<file path="src/rtl/vme_bus_arbiter_if.sv">
// ---------------------------------------------------------------------------
// vme_bus_arbiter_if
// Purpose : bundles the two master request ports and the single register-bank
//           slave port of vme_bus_arbiter into one interface.
// Modports:
//   slave  - view taken by the arbiter: it receives master requests and slave
//            acks, and drives master responses and slave strobes.
//   master - view taken by the environment (bus decoders and register bank):
//            drives requests and acks, observes responses and strobes.
// Signals :
//   mX_rd_i / mX_wr_i   level requests, held until mX_done_o
//   mX_adr_i / mX_dat_i request address / write data
//   mX_dat_o            read data, valid with mX_done_o, held until next read
//   mX_done_o           one-cycle completion pulse
//   mX_err_o            timeout flag, coincident with mX_done_o
//   s_adr_o / s_wr_dat_o slave address / write data
//   s_rd_mem_o / s_wr_mem_o one-cycle slave strobes
//   s_rd_dat_i          slave read data, valid with s_rd_done_i
//   s_rd_done_i / s_wr_done_i slave acks
// ---------------------------------------------------------------------------
interface vme_bus_arbiter_if #(
  parameter int DW = 32,
  parameter int AW = 8
);
  logic          m0_rd_i;
  logic          m0_wr_i;
  logic [AW-1:0] m0_adr_i;
  logic [DW-1:0] m0_dat_i;
  logic [DW-1:0] m0_dat_o;
  logic          m0_done_o;
  logic          m0_err_o;

  logic          m1_rd_i;
  logic          m1_wr_i;
  logic [AW-1:0] m1_adr_i;
  logic [DW-1:0] m1_dat_i;
  logic [DW-1:0] m1_dat_o;
  logic          m1_done_o;
  logic          m1_err_o;

  logic [AW-1:0] s_adr_o;
  logic [DW-1:0] s_wr_dat_o;
  logic          s_rd_mem_o;
  logic          s_wr_mem_o;
  logic [DW-1:0] s_rd_dat_i;
  logic          s_rd_done_i;
  logic          s_wr_done_i;

  modport slave (
    input  m0_rd_i, m0_wr_i, m0_adr_i, m0_dat_i,
    output m0_dat_o, m0_done_o, m0_err_o,
    input  m1_rd_i, m1_wr_i, m1_adr_i, m1_dat_i,
    output m1_dat_o, m1_done_o, m1_err_o,
    output s_adr_o, s_wr_dat_o, s_rd_mem_o, s_wr_mem_o,
    input  s_rd_dat_i, s_rd_done_i, s_wr_done_i
  );

  modport master (
    output m0_rd_i, m0_wr_i, m0_adr_i, m0_dat_i,
    input  m0_dat_o, m0_done_o, m0_err_o,
    output m1_rd_i, m1_wr_i, m1_adr_i, m1_dat_i,
    input  m1_dat_o, m1_done_o, m1_err_o,
    input  s_adr_o, s_wr_dat_o, s_rd_mem_o, s_wr_mem_o,
    output s_rd_dat_i, s_rd_done_i, s_wr_done_i
  );
endinterface

</file>
<file path="src/rtl/vme_bus_arbiter.sv">
// ---------------------------------------------------------------------------
// vme_bus_arbiter
// Purpose : shares one VME-style register-bank port between two masters.
//           Latches one request, issues a single-cycle strobe, waits for the
//           matching done, returns data plus a done pulse to the requester.
//           Contention is resolved by strict alternation (master 0 first).
// Ports   :
//   clk    clock
//   rst_n  synchronous active-low reset (aborts any transaction silently)
//   bus    vme_bus_arbiter_if.slave - master request/response ports and the
//          register-bank strobe/ack port
// Params  : DW data width, AW address width, TMO_CYC WAIT timeout in cycles
// Config  : VME_ARB_TIMEOUT_EN - when defined, WAIT gives up after TMO_CYC
//           cycles without a matching done and reports mX_err_o with the
//           done pulse. Undefined: WAIT is unbounded, err outputs tied 0.
//
// state | meaning
// ------+------------------------------------------------------------
// IDLE  | no transaction; sample requests, latch grant/op/adr/data
// ISSUE | one-cycle read or write strobe to the register bank
// WAIT  | wait for the done matching the latched op
// RESP  | one-cycle done (and err) pulse to the granted master
// ---------------------------------------------------------------------------
module vme_bus_arbiter #(
  parameter int DW      = 32,
  parameter int AW      = 8,
  parameter int TMO_CYC = 255
) (
  input  logic                  clk,
  input  logic                  rst_n,
  vme_bus_arbiter_if.slave      bus
);

  typedef enum logic [1:0] {
    IDLE  = 2'd0,
    ISSUE = 2'd1,
    WAIT  = 2'd2,
    RESP  = 2'd3
  } state_t;

  if (TMO_CYC < 1) begin : g_tmo_chk
    $error("vme_bus_arbiter: TMO_CYC must be at least 1");
  end

  state_t        state_q;
  state_t        state_d;

  logic          last_grant_q;
  logic          grant_q;
  logic          op_wr_q;
  logic [AW-1:0] adr_q;
  logic [DW-1:0] wr_dat_q;
  logic [DW-1:0] m0_dat_q;
  logic [DW-1:0] m1_dat_q;

  logic          req0;
  logic          req1;
  logic          any_req;
  logic          grant_nxt;
  logic          wr_nxt;
  logic [AW-1:0] adr_nxt;
  logic [DW-1:0] dat_nxt;
  logic          done_match;
  logic          tmo_hit;

  logic          s_rd_mem;
  logic          s_wr_mem;
  logic          m0_done;
  logic          m1_done;

  assign req0    = bus.m0_rd_i | bus.m0_wr_i;
  assign req1    = bus.m1_rd_i | bus.m1_wr_i;
  assign any_req = req0 | req1;

  // Under contention the master that did not win last time gets the bus.
  always_comb begin
    grant_nxt = req1;
    if (req0 && req1) begin
      grant_nxt = ~last_grant_q;
    end
  end

  // A master raising rd and wr together is treated as a write.
  assign wr_nxt  = grant_nxt ? bus.m1_wr_i  : bus.m0_wr_i;
  assign adr_nxt = grant_nxt ? bus.m1_adr_i : bus.m0_adr_i;
  assign dat_nxt = grant_nxt ? bus.m1_dat_i : bus.m0_dat_i;

  // Only the ack for the latched op counts; the other one is ignored.
  assign done_match = op_wr_q ? bus.s_wr_done_i : bus.s_rd_done_i;

`ifdef VME_ARB_TIMEOUT_EN
  localparam int CW = ($clog2(TMO_CYC) > 8) ? $clog2(TMO_CYC) : 8;

  logic [CW-1:0] tmo_cnt_q;
  logic          err_q;

  // Counter holds the number of completed WAIT cycles, so the last allowed
  // WAIT cycle is the one where it reads TMO_CYC-1.
  assign tmo_hit = (tmo_cnt_q == CW'(TMO_CYC - 1));

  always_ff @(posedge clk) begin
    if (!rst_n) begin
      tmo_cnt_q <= '0;
      err_q     <= 1'b0;
    end else begin
      case (state_q)
        IDLE: begin
          tmo_cnt_q <= '0;
          err_q     <= 1'b0;
        end
        ISSUE: tmo_cnt_q <= '0;
        WAIT: begin
          tmo_cnt_q <= tmo_cnt_q + 1'b1;
          if (!done_match && tmo_hit) begin
            err_q <= 1'b1;
          end
        end
        default: ;
      endcase
    end
  end

  assign bus.m0_err_o = m0_done & err_q;
  assign bus.m1_err_o = m1_done & err_q;
`else
  assign tmo_hit      = 1'b0;
  assign bus.m0_err_o = 1'b0;
  assign bus.m1_err_o = 1'b0;
`endif

  // State register
  always_ff @(posedge clk) begin
    if (!rst_n) begin
      state_q <= IDLE;
    end else begin
      state_q <= state_d;
    end
  end

  // Next-state logic
  always_comb begin
    state_d = state_q;
    case (state_q)
      IDLE:    if (any_req) state_d = ISSUE;
      ISSUE:   state_d = WAIT;
      WAIT:    if (done_match || tmo_hit) state_d = RESP;
      RESP:    state_d = IDLE;
      default: state_d = IDLE;
    endcase
  end

  // Output decode
  always_comb begin
    s_rd_mem = 1'b0;
    s_wr_mem = 1'b0;
    m0_done  = 1'b0;
    m1_done  = 1'b0;
    case (state_q)
      ISSUE: begin
        s_rd_mem = ~op_wr_q;
        s_wr_mem = op_wr_q;
      end
      RESP: begin
        m0_done = ~grant_q;
        m1_done = grant_q;
      end
      default: ;
    endcase
  end

  // Request latch, read-data capture and fairness bookkeeping
  always_ff @(posedge clk) begin
    if (!rst_n) begin
      last_grant_q <= 1'b1;
      grant_q      <= 1'b0;
      op_wr_q      <= 1'b0;
      adr_q        <= '0;
      wr_dat_q     <= '0;
      m0_dat_q     <= '0;
      m1_dat_q     <= '0;
    end else begin
      case (state_q)
        IDLE: begin
          if (any_req) begin
            grant_q  <= grant_nxt;
            op_wr_q  <= wr_nxt;
            adr_q    <= adr_nxt;
            wr_dat_q <= dat_nxt;
          end
        end
        WAIT: begin
          if (done_match) begin
            if (!op_wr_q) begin
              if (grant_q) m1_dat_q <= bus.s_rd_dat_i;
              else         m0_dat_q <= bus.s_rd_dat_i;
            end
          end else if (tmo_hit && !op_wr_q) begin
            // Timed-out reads return zero rather than stale data.
            if (grant_q) m1_dat_q <= '0;
            else         m0_dat_q <= '0;
          end
        end
        RESP: last_grant_q <= grant_q;
        default: ;
      endcase
    end
  end

  assign bus.s_adr_o    = adr_q;
  assign bus.s_wr_dat_o = wr_dat_q;
  assign bus.s_rd_mem_o = s_rd_mem;
  assign bus.s_wr_mem_o = s_wr_mem;
  assign bus.m0_dat_o   = m0_dat_q;
  assign bus.m1_dat_o   = m1_dat_q;
  assign bus.m0_done_o  = m0_done;
  assign bus.m1_done_o  = m1_done;

endmodule

</file>
<file path="src/flat_wrapper.sv">
// flat-port wrapper written by rule: the top's interface ports become plain ports
module vme_bus_arbiter_flat 
#(
  parameter int DW      = 32,
  parameter int AW      = 8,
  parameter int TMO_CYC = 255
)
  (clk, rst_n, bus_m0_rd_i, bus_m0_wr_i, bus_m0_adr_i, bus_m0_dat_i, bus_m0_dat_o, bus_m0_done_o, bus_m0_err_o, bus_m1_rd_i, bus_m1_wr_i, bus_m1_adr_i, bus_m1_dat_i, bus_m1_dat_o, bus_m1_done_o, bus_m1_err_o, bus_s_adr_o, bus_s_wr_dat_o, bus_s_rd_mem_o, bus_s_wr_mem_o, bus_s_rd_dat_i, bus_s_rd_done_i, bus_s_wr_done_i);
  vme_bus_arbiter_if #(.DW(DW), .AW(AW)) bus_i ();
  input  logic clk;
  input  logic rst_n;
  input wire logic [$bits(bus_i.m0_rd_i)-1:0] bus_m0_rd_i;
  input wire logic [$bits(bus_i.m0_wr_i)-1:0] bus_m0_wr_i;
  input wire logic [$bits(bus_i.m0_adr_i)-1:0] bus_m0_adr_i;
  input wire logic [$bits(bus_i.m0_dat_i)-1:0] bus_m0_dat_i;
  output wire logic [$bits(bus_i.m0_dat_o)-1:0] bus_m0_dat_o;
  output wire logic [$bits(bus_i.m0_done_o)-1:0] bus_m0_done_o;
  output wire logic [$bits(bus_i.m0_err_o)-1:0] bus_m0_err_o;
  input wire logic [$bits(bus_i.m1_rd_i)-1:0] bus_m1_rd_i;
  input wire logic [$bits(bus_i.m1_wr_i)-1:0] bus_m1_wr_i;
  input wire logic [$bits(bus_i.m1_adr_i)-1:0] bus_m1_adr_i;
  input wire logic [$bits(bus_i.m1_dat_i)-1:0] bus_m1_dat_i;
  output wire logic [$bits(bus_i.m1_dat_o)-1:0] bus_m1_dat_o;
  output wire logic [$bits(bus_i.m1_done_o)-1:0] bus_m1_done_o;
  output wire logic [$bits(bus_i.m1_err_o)-1:0] bus_m1_err_o;
  output wire logic [$bits(bus_i.s_adr_o)-1:0] bus_s_adr_o;
  output wire logic [$bits(bus_i.s_wr_dat_o)-1:0] bus_s_wr_dat_o;
  output wire logic [$bits(bus_i.s_rd_mem_o)-1:0] bus_s_rd_mem_o;
  output wire logic [$bits(bus_i.s_wr_mem_o)-1:0] bus_s_wr_mem_o;
  input wire logic [$bits(bus_i.s_rd_dat_i)-1:0] bus_s_rd_dat_i;
  input wire logic [$bits(bus_i.s_rd_done_i)-1:0] bus_s_rd_done_i;
  input wire logic [$bits(bus_i.s_wr_done_i)-1:0] bus_s_wr_done_i;
  assign bus_i.m0_rd_i = bus_m0_rd_i;
  assign bus_i.m0_wr_i = bus_m0_wr_i;
  assign bus_i.m0_adr_i = bus_m0_adr_i;
  assign bus_i.m0_dat_i = bus_m0_dat_i;
  assign bus_m0_dat_o = bus_i.m0_dat_o;
  assign bus_m0_done_o = bus_i.m0_done_o;
  assign bus_m0_err_o = bus_i.m0_err_o;
  assign bus_i.m1_rd_i = bus_m1_rd_i;
  assign bus_i.m1_wr_i = bus_m1_wr_i;
  assign bus_i.m1_adr_i = bus_m1_adr_i;
  assign bus_i.m1_dat_i = bus_m1_dat_i;
  assign bus_m1_dat_o = bus_i.m1_dat_o;
  assign bus_m1_done_o = bus_i.m1_done_o;
  assign bus_m1_err_o = bus_i.m1_err_o;
  assign bus_s_adr_o = bus_i.s_adr_o;
  assign bus_s_wr_dat_o = bus_i.s_wr_dat_o;
  assign bus_s_rd_mem_o = bus_i.s_rd_mem_o;
  assign bus_s_wr_mem_o = bus_i.s_wr_mem_o;
  assign bus_i.s_rd_dat_i = bus_s_rd_dat_i;
  assign bus_i.s_rd_done_i = bus_s_rd_done_i;
  assign bus_i.s_wr_done_i = bus_s_wr_done_i;
  vme_bus_arbiter #(.DW(DW), .AW(AW), .TMO_CYC(TMO_CYC)) u_core (.clk(clk), .rst_n(rst_n), .bus(bus_i));
endmodule
</file>
<file path="config.mk">
export PLATFORM = sky130hd
export DESIGN_NAME = vme_bus_arbiter_flat
export DESIGN_NICKNAME = d
export VERILOG_FILES = /design/src/rtl/vme_bus_arbiter_if.sv /design/src/rtl/vme_bus_arbiter.sv /design/src/flat_wrapper.sv
export SDC_FILE = /design/constraint.sdc
export NUM_CORES = 1
export LEC_CHECK = 0
export ABC_AREA = 0
export BUFFER_PORTS_ARGS = -buffer_cell sky130_fd_sc_hd__buf_2
export CAP_MARGIN = 25
export CORE_MARGIN = 2
export CORE_UTILIZATION = 49
export CTS_CLUSTER_DIAMETER = 50
export DETAILED_ROUTE_END_ITERATION = 10
export PLACE_DENSITY_LB_ADDON = 0.25
export SYNTH_ARGS = -nofsm -noshare
export SYNTH_HDL_FRONTEND = slang
export SYNTH_SLANG_ARGS = --single-unit
export TNS_END_PERCENT = 50
</file>
<file path="constraint.sdc">
create_clock -name clk -period 2.45 [get_ports clk]
set_clock_uncertainty 0.15 [all_clocks]
set_input_delay 0.1225 -clock clk [delete_from_list [all_inputs] [get_ports clk]]
set_output_delay 0.1225 -clock clk [all_outputs]
set_load 0.05 [all_outputs]
</file>
; ---- Word level (Yosys, flattened, before mapping)
; Cells that the tools add are included.
[word_totals]
ff_bits = 109
out_inout_bits = 110
in_bits = 120
[classes]
mux = 12
bitwise = 6
eq_ne = 5
n_reduce_logical = 6
[ops]
columns = op, count
row1 = two-way mux 32 bit, 1
row2 = two-way mux 8 bit, 1
row3 = one-hot mux 2 bit (4 select lines), 1
row4 = AND reduction 4 bit, 2
row5 = two-way mux 1 bit, 7
row6 = equality test 2 bit (second input constant), 2
row7 = two-way mux 2 bit, 2
row8 = != test 2 x 1 -> 1 bit (second input constant), 2
row9 = AND reduction 2 bit, 2
row10 = NOT 1 bit, 3
row11 = bitwise OR 1 bit, 3
row12 = equality test 2 x 1 -> 1 bit (second input constant), 1
row13 = zero test 2 bit, 1
row14 = logical AND 1 bit, 1

; ---- Longest topological paths before layout
; Gate-level depths: netlist (run 1).
[depth]
ltp_word = 4
depth_mapped = 7

; ---- Worst setup path before layout (run 1)
; Ideal clock, no wire load.
[synth_timing]
path_type = register to register
startpoint = register u_core.state_q[0]
endpoint = register u_core.m0_dat_q[14], in the netlist u_core.bus.m0_dat_o[14]
path_stages_with_launch = 8
arrival_time_ns = 1.282
n_path_buf = 2
slack_ns = 0.896
cell_sequence = dfxtp_1 inv_1 ha_1 and4bb_2 buf_2 buf_4 nand2_1 a21boi_0
[synth_between]
elab_chain_len = 2
[synth_lines]
columns = element, line
row1 = from (decl), vme_bus_arbiter.sv:45  ; state_t state_q;
row2 = from (signal assigned), vme_bus_arbiter.sv:136  ; state_q <= state_d;
row3 = equality test 2 bit, n/a
row4 = AND reduction 4 bit (no source line), n/a
row5 = to (signal assigned), vme_bus_arbiter.sv:195  ; else m0_dat_q <= bus.s_rd_dat_i;
row6 = to (decl), vme_bus_arbiter.sv:53  ; logic [DW-1:0] m0_dat_q;
; Every way passes these cells.
; A chain may end at the register's enable or synchronous reset.

; ---- Worst setup path after layout (run 1)
[layout_timing]
startpoint = register u_core.state_q[0]
endpoint = register u_core.wr_dat_q[2], in the netlist u_core.bus.s_wr_dat_o[2]
[layout_between]
elab_chain_len = 2
[layout_lines]
columns = element, line
row1 = zero test 2 bit, vme_bus_arbiter.sv:182  ; case (state_q)
row2 = AND reduction 2 bit (no source line), n/a
row3 = to (signal assigned), vme_bus_arbiter.sv:188  ; wr_dat_q <= dat_nxt;
row4 = to (decl), vme_bus_arbiter.sv:52  ; logic [DW-1:0] wr_dat_q;
; Every way passes these cells.

==> key figures, run 1 <==
Power and ir drop
  • Pint: 3.96 mW
  • Comb pwr share: 0.490
  • Register share of total power: 0.334
  • P_leak: 3.23 nW
  • Net load switching power: 3.05 mW
  • PwrDens: 979 mW/mm^2
  • Part of the power in the clock network: 0.175
  • Final Power: 7.01 mW
  • Worst vdd ir: 0.755 mV
  • Sw frac: 0.435

Timing
  • Setup tns final: 0 ns
  • Hold Vio Cnt, Final: 0
  • Min Hold Slack: 0.0744 ns
  • Fmax achieved: 426 MHz
  • Relative slew slack: 0.478
  • Fin crit period: 2.35 ns
  • Final setup vio count: 0
  • Fin. max-slew vios: 0
  • Final Cycle Share: 0.958
  • RSZ-0062 raised after global routing: false
  • Worst-margin pin slew: 0.784 ns

Floorplanning
  • Initial Utilization: 0.502
  • Die extent in x: 101 um
  • Die area: 0.0102 mm^2
  • Boundary Pins: 230
  • Core area: 0.00920 mm^2
  • Rows: 35
  • Vert. Die Dim: 101 um

Clock tree
  • CTS tree: done
  • Deepest clock path buffer count: 2
  • Clock transition at path regs: 0.09 ns
  • H-Tree Depth: 3
  • Sink Count: 109
  • Total clock buffers created by CTS: 9
  • CTS Root Buffer Type: clkbuf_8
  • Clock latency on the worst-skew pair: 0.35 ns

Global routing
  • Largest net degree at the start of global routing: 53
  • GRT overflow: 0
  • First-pass GRT wire length: 25.7 mm
  • Initial antenna violation count: 0
  • Vias in the first global route: 5376
  • Tot GR Track Use: 0.317

Setup path
  • Setup crit start kind: flop
  • Slowest stage delay, CP: 0.60 ns
  • CP delay by family, top: buffers and inverters
  • CP Data Required Time: 2.59 ns
  • Crit-path slowest cell: dlygate4sd3_1
  • Setup Crit Path Kind: flop to flop
  • Critical Path, Cell by Cell: inv_1 -> ha_2 -> o41a_4 -> buf_4 -> buf_12 -> o21ai_1 -> a31oi_1 -> dlygate4sd3_1
  • CP Capture Type: flop
  • Worst Path Max Fanout: 29
  • Crit path DAT: 2.49 ns
  • WP buf/inv: 4

Cells and area
  • Layout cell share with drive strength beyond 1: 0.302
  • Ant diodes: 0
  • Fin nets: 1001
  • Layout area overhead: 55.0%
  • Number of fill cells: 622
  • Final Non-Filler Cells: 991
  • Commonest non-fill, non-tap cell in the layout: buf_2
  • Most frequent cells in the layout: buf_2, nand2_1, dlygate4sd3_1
  • Post-Layout Inst Area: 0.00716 mm^2

Route
  • Drt pass-1 iters: 6
  • ANT nets after route: 0
  • DRC violations left: 0
  • Initial DRC Count: 259
  • Vias per cell: 5.53
  • DR WL/cell: 16.9 um
  • Via count: 5483
  • Routed WL: 16.8 mm

Worst hold path
  • Hold WC Path Type: input port to flop

Flow run
  • Max Cap Viol: 0

Placement
  • Routability congestion estimate from global placement: 0.806
  • Placed insts: 857
  • IO buf count: 227
  • HPWL after DPL: 9.19 mm
  • Placed instance area: 0.00573 mm^2

Outcome
  • Status: finished, final reports clean

Synth
  • Warnings from Yosys: 0
  • Synthesized area per cell: 8.26 um^2
  • Yosys reg bits: 109
  • Async S/R FF share, synth: 0
  • Post-synthesis sequential area ratio: 0.473
  • Synth cell types: 34
  • Ys flop type: dfxtp_1
  • Cell area after synthesis: 0.00462 mm^2
  • Syn Inst Count: 559
  • Post-synth EDFFs: 0
[worst min-delay path: cells and delay by family]
family | cells | cell delay [ns]
AO/OA/AOI/OAI | 2 | 0.15
buffers and inverters | 1 | 0.17
AND/OR/NAND/NOR | 1 | 0.09
[metal layers]
| metal | up-vias | global-route usage | wire [um] |
|---|---|---|---|
| met5 | - | 0 | 0 |
| met2 | 338 | 0.559 | 8260 |
| met1 | 2491 | 0.347 | 6360 |
| met3 | 91 | 0.0693 | 1280 |
| li1 | 2563 | - | - |
| met4 | 0 | 0.187 | 867 |
[cell families (layout without fill, tap and decap cells)]
group	count (synthesis)	in the layout	share of synthesized area
flip-flops	109	109	0.473
buffers and inverters	60	380	0.0715
multiplexers	2	2	0.00434
adder cells (fa/ha/maj)	5	5	0.0136
other	1	2	0.000812
AND/OR/NAND/NOR	187	187	0.174
AO/OA/AOI/OAI	195	195	0.263
[cells in the mapped netlist, types with 2 or more instances]
master | number | area, um^2
nand2b_1 | 2 | 12.5
clkbuf_1 | 24 | 90.1
a31oi_1 | 41 | 257
inv_1 | 5 | 18.8
ha_1 | 5 | 62.6
nand3_1 | 40 | 200
buf_6 | 9 | 101
and2_1 | 2 | 12.5
mux2i_1 | 2 | 20.0
nand2_1 | 131 | 492
buf_4 | 4 | 30.0
o21a_1 | 2 | 15.0
o21ai_0 | 41 | 205
dfxtp_1 | 109 | 2180
buf_2 | 18 | 90.1
a21boi_1 | 32 | 240
nor2b_1 | 3 | 18.8
a21boi_0 | 32 | 240
nor2_1 | 2 | 7.51
o21ai_1 | 41 | 205
[registers in the layout (all words and copies together), names as in the netlist]
| name | cells |
|---|---|
| u_core.state_q | 2 |
| u_core.bus.m1_dat_o | 32 |
| u_core.last_grant_q | 1 |
| u_core.op_wr_q | 1 |
| u_core.bus.m0_dat_o | 32 |
| u_core.bus.s_wr_dat_o | 32 |
| u_core.bus.s_adr_o | 8 |
| u_core.grant_q | 1 |
[worst paths after layout]
| path | startpoint | endpoint | slack, ns | cells after the start |
|---|---|---|---|---|
| max reg2reg | u_core.state_q[0]$_SDFFE_PN0P_ | u_core.bus.s_wr_dat_o[2]$_SDFFE_PN0P_ | 0.10 | 8 |
| min reg2reg | u_core.bus.m0_dat_o[8]$_SDFFE_PN0P_ | u_core.bus.m0_dat_o[8]$_SDFFE_PN0P_ | 0.30 | 2 |
| min | bus_m1_rd_i | u_core.op_wr_q$_SDFFE_PN0P_ | 0.07 | 4 |
| max | u_core.state_q[0]$_SDFFE_PN0P_ | u_core.bus.s_wr_dat_o[2]$_SDFFE_PN0P_ | 0.10 | 8 |
[power groups by stage]
stage	combinational [mW]	sequential, mW	clock, mW
2_1_floorplan	1.13	3.40	0
3_3_place_gp	2.70	2.34	0
3_5_place_dp	2.74	2.35	0
4_1_cts	3.21	2.31	1.24
5_1_grt	3.62	2.37	1.30
6_report	3.44	2.34	1.23
[per-stage QoR]
step	setup slack, ns	utilization
6_report	0.104	0.778
2_1_floorplan	0.896	-
3_3_place_gp	0.566	0.624
4_1_cts	0.0630	0.772
5_1_grt	0.0339	0.778
3_5_place_dp	0.480	0.624
[area by class of cell]
| type | instances | area [um^2] | area share |
|---|---|---|---|
| clock buffer | 12 | 155 | 0.0217 |
| clock inverter | 3 | 68.8 | 0.00962 |
| inverter | 5 | 18.8 | 0.00262 |
| multi-input combinational | 391 | 2130 | 0.297 |
| sequential | 109 | 2180 | 0.305 |
| tap | 111 | 139 | 0.0194 |
| timing repair buffer | 360 | 2460 | 0.344 |
[repair_timing]
action / CTS / global route
endpoints found under the hold margin: 106 / 0
resized for setup: 0 / 2
hold buffers: 114 / 0
setup endpoints to repair: 0 / 33
buffers inserted: 0 / 4
Power figures use the tool's default switching activity.
==> run 2, diff against run 1 <==
- CELL_PAD_IN_SITES_DETAIL_PLACEMENT: unset -> 1
- CELL_PAD_IN_SITES_GLOBAL_PLACEMENT: unset -> 1
- CORE_UTILIZATION: 49 -> 34
- GPL_TIMING_DRIVEN: unset -> 0
==> key figures, run 2 (synthesis gave the netlist of run 1 again) <==
Setup path
  • Crit-path slowest cell: dlygate4sd3_1
  • Setup crit start kind: input port
  • CP Capture Type: flop
  • Slowest stage delay, CP: 0.61 ns
  • Critical Path, Cell by Cell: dlygate4sd3_1 -> buf_2 -> o21ai_1 -> clkbuf_2 -> nand3_1 -> a31oi_1 -> dlygate4sd3_1
  • CP Data Required Time: 2.59 ns
  • Setup Crit Path Kind: input port to flop
  • Reg2Reg Launch Point: u_core.state_q[0]$_SDFFE_PN0P_
  • Worst Path Max Fanout: 10
  • Crit path DAT: 2.49 ns
  • Cell repeated most along the worst path: dlygate4sd3_1
  • Crit. Startpoint: bus_m0_wr_i

Cells and area
  • Post-Layout Inst Area: 0.00742 mm^2
  • Layout area overhead: 60.8%
  • Most frequent cells in the layout: buf_2, nand2_1, dlygate4sd3_1
  • Commonest non-fill, non-tap cell in the layout: buf_2
  • Layout cell share with drive strength beyond 1: 0.305
  • Fin nets: 1036

Timing
  • Setup tns final: 0 ns
  • Final worst setup slack: 0.102 ns
  • Relative slew slack: 0.633
  • Fmax achieved: 426 MHz
  • Fin. max-slew vios: 0
  • Final setup vio count: 0
  • Fin crit period: 2.35 ns
  • Final Cycle Share: 0.958
  • Worst-margin pin slew: 0.546 ns
  • Hold Vio Cnt, Final: 0

Clock tree
  • Deepest clock path buffer count: 2
  • Sink Count: 109
  • Setup bufs post-CTS: 0
  • Total clock buffers created by CTS: 9
  • Clock transition at path regs: 0.07 ns
  • CTS tree: done
  • Clock latency on the worst-skew pair: 0.35 ns
  • CTS Root Buffer Type: clkbuf_16
  • H-Tree Depth: 3

Route
  • Vias per cell: 5.03
  • Drt pass-1 iters: 4
  • Initial DRC Count: 212
  • Routed WL: 19.0 mm
  • DRC violations left: 0
  • ANT nets after route: 0
  • DR WL/cell: 17.4 um
  • Via count: 5499

Power and ir drop
  • PwrDens: 986 mW/mm^2
  • Worst vdd ir: 0.575 mV
  • P_leak: 3.33 nW

Global routing
  • GRT overflow: 0
  • Initial antenna violation count: 0
  • Largest net degree at the start of global routing: 17
  • First-pass GRT wire length: 30.3 mm
  • Vias in the first global route: 6077
  • Tot GR Track Use: 0.264

Floorplanning
  • Die extent in x: 121 um
  • Vert. Die Dim: 121 um
  • Core area: 0.0132 mm^2
  • Initial Utilization: 0.349
  • Boundary Pins: 230
  • Rows: 42
  • Die area: 0.0145 mm^2

Worst hold path
  • Hold Crit Start: bus_m1_rd_i
  • Hold WC Path Type: input port to flop

Outcome
  • Status: finished, final reports clean

Placement
  • IO buf count: 226
  • HPWL after DPL: 11.8 mm
  • Pre-CTS setup slack: 0.633 ns
  • Placed instance area: 0.00597 mm^2
  • Routability congestion estimate from global placement: 0.758

Flow run
  • Max Cap Viol: 0
-- run 2: worst paths after layout --
path              depth (start not counted)  slack [ns]                                     end
setup / recovery                          7        0.10  u_core.bus.s_wr_dat_o[12]$_SDFFE_PN0P_
hold reg to reg                           2        0.30    u_core.bus.m1_dat_o[23]$_SDFFE_PN0P_
setup reg to reg                          8        0.16  u_core.bus.s_wr_dat_o[12]$_SDFFE_PN0P_
hold / removal                            4        0.04             u_core.op_wr_q$_SDFFE_PN0P_
-- run 2: power breakdown --
group	switching [mW]	leakage (nW)	total (mW)	internal, mW
logic	2.28	2.29	3.54	1.26
clock network	0.655	0.146	1.43	0.773
registers	0.231	0.890	2.35	2.12
total	3.17	3.33	7.32	4.15
-- run 2: critical path: cells and delay by family --
kind,cells,cell delay [ns]
AOI/OAI and AO/OA,2,0.63
buffers and inverters,4,1.64
and+or+nand+nor,1,0.10
-- run 2: layout make-up --
cell class | count | area (um^2)
Antenna cell | 1 | 2.50
Clock inverter | 3 | 18.8
Clock buffer | 13 | 270
Fill cell | 1680 | 5820
Tap cell | 176 | 220
Inverter | 5 | 18.8
Sequential cell | 109 | 2180
Multi-Input combinational cell | 391 | 2120
Timing Repair Buffer | 340 | 2270
Buffer | 55 | 317
-- run 2: metrics by stage --
stage           util  total power [mW]  instances  hold WS, ns
2_1_floorplan      -              4.53        560        0.107
3_3_place_gp   0.451              5.24        962        0.228
3_5_place_dp   0.451              5.31        962        0.231
4_1_cts        0.559              7.20       1092       0.0292
5_1_grt        0.560              7.69       1092       0.0625
6_report       0.560              7.32       1093       0.0368
-- run 2: timing repair --
| item | in CTS | in global routing |
|---|---|---|
| endpoints found under the hold margin | 108 | 0 |
| endpoints found under the setup margin | 0 | 40 |
| gates resized for setup | 0 | 10 |
| hold buffers | 114 | 0 |
-- run 2: per-layer routing --
metal / share of wire / wire [um] / track usage
met1: 0.40 / 7560 / 0.292
met2: 0.51 / 9800 / 0.492
met3: 0.053 / 1000 / 0.0425
met4: 0.036 / 690 / 0.121
met5: 0 / 0 / 0
